$ cat src/rtl/instr_fetch_ctrl.sv
// Instruction fetch/decode sequencer: drives the ROM address from the PC,
// latches the returned word into the instruction register, decodes it and
// issues one-cycle register-file / ALU control strobes until a HALT.
module instr_fetch_ctrl #(
  parameter int ADDR_W  = 5,
  parameter int INSTR_W = 23,
  parameter int DATA_W  = 16,
  parameter int RA_W    = 3
) (
  input  logic               clk,
  input  logic               rst,
  input  logic               start,
  input  logic [INSTR_W-1:0] code,
  output logic [ADDR_W-1:0]  address,
  output logic [INSTR_W-1:0] ir,
  output logic [RA_W-1:0]    rf_ra_a,
  output logic [RA_W-1:0]    rf_ra_b,
  output logic               rf_we,
  output logic [RA_W-1:0]    rf_wa,
  output logic [1:0]         wr_sel,
  output logic [DATA_W-1:0]  imm,
  output logic [1:0]         alu_op,
  output logic               busy,
  output logic               done,
  output logic               illegal
);

  localparam logic [2:0] S_IDLE   = 3'd0;
  localparam logic [2:0] S_FETCH  = 3'd1;
  localparam logic [2:0] S_DECODE = 3'd2;
  localparam logic [2:0] S_EXEC   = 3'd3;
  localparam logic [2:0] S_WB     = 3'd4;
  localparam logic [2:0] S_DONE   = 3'd5;

  localparam logic [3:0] OP_HALT = 4'b0000;
  localparam logic [3:0] OP_LOAD = 4'b0001;
  localparam logic [3:0] OP_MOV  = 4'b0010;
  localparam logic [3:0] OP_ADD  = 4'b0011;
  localparam logic [3:0] OP_SUB  = 4'b0100;

  localparam int RD_MSB = INSTR_W - 5;
  localparam int RS_MSB = RD_MSB - RA_W;

  logic [2:0]         state_q, state_d;
  logic [ADDR_W-1:0]  pc_q, pc_d;
  logic [INSTR_W-1:0] ir_q, ir_d;

  logic [3:0] opcode;
  logic       op_writes;
  logic       op_illegal;

  // Decode is taken from the instruction register only, never from code.
  assign opcode     = ir_q[INSTR_W-1 -: 4];
  assign op_writes  = (opcode == OP_LOAD) || (opcode == OP_MOV) ||
                      (opcode == OP_ADD)  || (opcode == OP_SUB);
  assign op_illegal = (opcode > OP_SUB);

  // State, program counter and instruction register.
  always_ff @(posedge clk or posedge rst) begin
    if (rst) begin
      state_q <= S_IDLE;
      pc_q    <= '0;
      ir_q    <= '0;
    end else begin
      state_q <= state_d;
      pc_q    <= pc_d;
      ir_q    <= ir_d;
    end
  end

  // Sequencing: one instruction takes FETCH, DECODE, EXEC, WB; HALT stops in EXEC.
  always_comb begin
    state_d = state_q;
    pc_d    = pc_q;
    ir_d    = ir_q;
    case (state_q)
      S_IDLE, S_DONE: begin
        if (start) begin
          pc_d    = '0;
          state_d = S_FETCH;
        end
      end
      S_FETCH: begin
        ir_d    = code;
        state_d = S_DECODE;
      end
      S_DECODE: state_d = S_EXEC;
      S_EXEC: begin
        if (opcode == OP_HALT) state_d = S_DONE;
        else                   state_d = S_WB;
      end
      S_WB: begin
        pc_d    = pc_q + ADDR_W'(1);
        state_d = S_FETCH;
      end
      default: state_d = S_IDLE;
    endcase
  end

  // Control outputs derived from state and the latched instruction.
  always_comb begin
    wr_sel = 2'b00;
    alu_op = 2'b00;
    case (opcode)
      OP_MOV: wr_sel = 2'b01;
      OP_ADD: wr_sel = 2'b10;
      OP_SUB: begin
        wr_sel = 2'b10;
        alu_op = 2'b01;
      end
      default: ;
    endcase
  end

  assign address = pc_q;
  assign ir      = ir_q;
  assign rf_ra_a = ir_q[RD_MSB -: RA_W];
  assign rf_ra_b = ir_q[RS_MSB -: RA_W];
  assign rf_wa   = ir_q[RD_MSB -: RA_W];
  assign imm     = ir_q[DATA_W-1:0];
  assign rf_we   = (state_q == S_WB) && op_writes;
  assign illegal = (state_q == S_EXEC) && op_illegal;
  assign busy    = (state_q == S_FETCH) || (state_q == S_DECODE) ||
                   (state_q == S_EXEC)  || (state_q == S_WB);
  assign done    = (state_q == S_DONE);

endmodule
$ cat config.mk
export PLATFORM = sky130hd
export DESIGN_NAME = instr_fetch_ctrl
export DESIGN_NICKNAME = d
export VERILOG_FILES = /design/src/rtl/instr_fetch_ctrl.sv
export SDC_FILE = /design/constraint.sdc
export NUM_CORES = 1
export LEC_CHECK = 0
export ABC_AREA = 1
export CORE_UTILIZATION = 35
export DETAILED_ROUTE_END_ITERATION = 16
export PLACE_DENSITY = 0.87
export SETUP_SLACK_MARGIN = 0.5
export SYNTH_ARGS = -nofsm -noshare
export SYNTH_HDL_FRONTEND = slang
export SYNTH_SLANG_ARGS = --single-unit
$ cat constraint.sdc
create_clock -name clk -period 1.2 [get_ports clk]
set_clock_uncertainty 0.15 [all_clocks]
set_input_delay 0.24 -clock clk [delete_from_list [all_inputs] [get_ports clk]]
set_output_delay 0.24 -clock clk [all_outputs]
set_load 0.005 [all_outputs]
==> impl_metrics.ini <==
[worst_setup_path]
r2r-start = state_q[1]
cp.arrival_ns = 1.29
crit_path_end_kind = primary output
critPathLaunch = state_q[2]
worstSetupPathType = reg -> out
critPathTopFamily = flip-flops
ff2ff_setup_slack_ns = -0.40
rr_endpoint = state_q[0]
cpPeakStageDelay_ns = 0.43
critPathSlowestCell = dfrtp_2
critical_path_depth = 5
startpoint_type = register
cp.required_ns = 0.81
crit_chain = buf_6 > nor2_8 > nand2_4 > nor3_4 > buf_2
crit_fanout = 3
rr_worst_depth = 12
crit_path_end = illegal
critPathBufInv = 2

[synthesis]
synthTopCellsByArea = dfrtp_1 (48%), nand2_1 (16%), buf_4 (13%), nand3_1 (8.9%), inv_1 (2.3%)
synthTopCellsByCount = nand2_1 (71), dfrtp_1 (31), nand3_1 (29), buf_4 (28), inv_1 (10)
yosysUniqueCellTypes = 21
avgSynthCellArea_um2 = 8.20
ys_seq_area_frac = 0.478
synth.cell_area_um2 = 1620
yosys.area.top_type_share = 0.478
syn-num-nets = 225
synthArstFlopShare = 1.00
synth.most_common_cell = nand2_1
ys_dominant_reg_cell = dfrtp_1
synth_warnings = 0
syn_inst = 198
ys_ff_latch = 31
yosysTopAreaCell = dfrtp_1
synth_edf_count = 0

[clock_tree]
cts.path.max_buffers = 2
clk_pin_slew_ns = 0.07
cts_sinks = 31
numCtsBuffers = 5
cts_tree = done
clk_latency_ns = 0.28
htreeDepth = 2
root_buffer = clkbuf_8

[global_routing]
grt_max_degree = 32
grt_pass1_wl_mm = 9.78
grt_overflow_total = 0
grt_pass1_vias = 1973
track_usage = 0.257
antenna_found_initial = 0

[floorplan]
initial_core_util = 0.368
die_h_um = 70.1
ios = 87
core_region_area_um2 = 4410
die_w_um = 70.1
dieArea_um2 = 4920
num_rows = 24

[power]
total_power_mw = 11.8
peakVddDrop_v = 0.00183
p_leak_nw = 1.97
powerDensity_nw_per_um2 = 3110

[timing]
drv_slew = 0
period_share = 1.40
worst_slack_ns = -0.478
hold_viol = 0
finalSetupViolCount = 77
fmax_mhz = 596
rsz0062_at_grt = true
period_minus_slack_ns = 1.68

[final_layout]
antenna_cells_inserted = 0
seqCellArea_um2 = 781
n_fill_cell = 203
drive_gt1_frac = 0.708
syn2layout_area_growth_pct = 133
multiInputGateArea_um2 = 930
final_core_util = 0.858
nets = 396

[placement]
gp_congestion = 0.895
numPortBuffers = 85
dpl.hpwl_mm = 2.84

[flow_run]
maxCapViolations = 0

[drt]
drc = 0
wl_mm = 7.25
ant_nets = 0
drt-wirelength-per-cell_um = 17.2
first_pass_iters = 4
vias_per_cell = 4.84
vias = 2041
drtIter0Drc = 61

[status]
violations = setup timing
outcome = finished, violations left

[min_path]
hp-class = in -> async
[kinds of logic after synthesis]
family	count (synthesis)	synth area share
simple gates	117	0.323
buf+inv	44	0.177
flops	31	0.478
compound gates	4	0.0123
fa+ha+maj	1	0.00770
other cells	1	0.00231
[timing repair]
action                                  CTS  global route
pin swaps                                35            29
endpoints found under the setup margin   91            91
cloned                                    7             0
resized for setup                       338            61
hold buffers                              0             0
buffers inserted                         62            18
[worst min-delay path: stages]
cell             delay [ns]
clkdlybuf4s50_1        0.44
clkinvlp_4             0.10
buf_12                 0.20
[state kept, by name, summed over array words and instances, names as in the netlist]
register / count
ir: 23
address: 5
state_q: 3
[layer usage]
metal  track usage  share of wire  wire length (um)
met2         0.460           0.54              3950
met4        0.0844          0.029               208
met1         0.306           0.38              2780
met3        0.0491          0.043               314
met5             0              0                 0
[stage by stage]
| stage | setup TNS, ns | cell area (um2) | cells | setup WS [ns] | hold slack, ns |
|---|---|---|---|---|---|
| global placement | -14.73 | 2520 | 327 | -0.524 | 0.325 |
| CTS | -13.42 | 3520 | 404 | -0.456 | 0.181 |
| finish | -17.49 | 3790 | 422 | -0.478 | 0.196 |
| floorplan | -0.153 | 1750 | 198 | -0.0666 | 0.0121 |
| global route | -19.95 | 3790 | 422 | -0.530 | 0.213 |
| detailed placement | -16.20 | 2520 | 327 | -0.556 | 0.331 |
[how the worst min path moves through the flow]
stage / depth (start not counted) / endpoint / slack [ns] / start
after floorplan: 1 / address[0] / 0.01 / rst
after global placement: 1 / state_q[1] / 0.32 / state_q[0]
after detailed placement: 2 / ir[5] / 0.33 / ir[5]
after CTS: 3 / ir[17] / 0.18 / rst
after global routing: 3 / ir[9] / 0.21 / rst
final: 3 / ir[12] / 0.20 / rst
[power breakdown]
part / total [mW] / switching, mW / internal (mW)
Combinational: 8.88 / 3.74 / 5.14
Clock: 0.910 / 0.387 / 0.523
Sequential: 1.99 / 0.455 / 1.54
[layout by cell type (no fill, tap or decap), drive strengths merged]
cell type	instances
clkbuf	18
nand4	2
nor3	2
nand3	29
bufbuf	1
inv	11
dfrtp	31
ha	1
clkdlybuf4s50	25
conb	1
buf	157
nand2	77
nor2	7
nor4	1
clkinvlp	1
a21oi	4
or2	2
[layout make-up]
cell class,count,area share
Timing Repair Buffer,193,0.490
Multi-Input combinational cell,126,0.245
Sequential cell,31,0.206
Clock buffer,8,0.0264
Tap cell,52,0.0172
Inverter,12,0.0149
No activity file was read; power rests on OpenSTA's default activity.
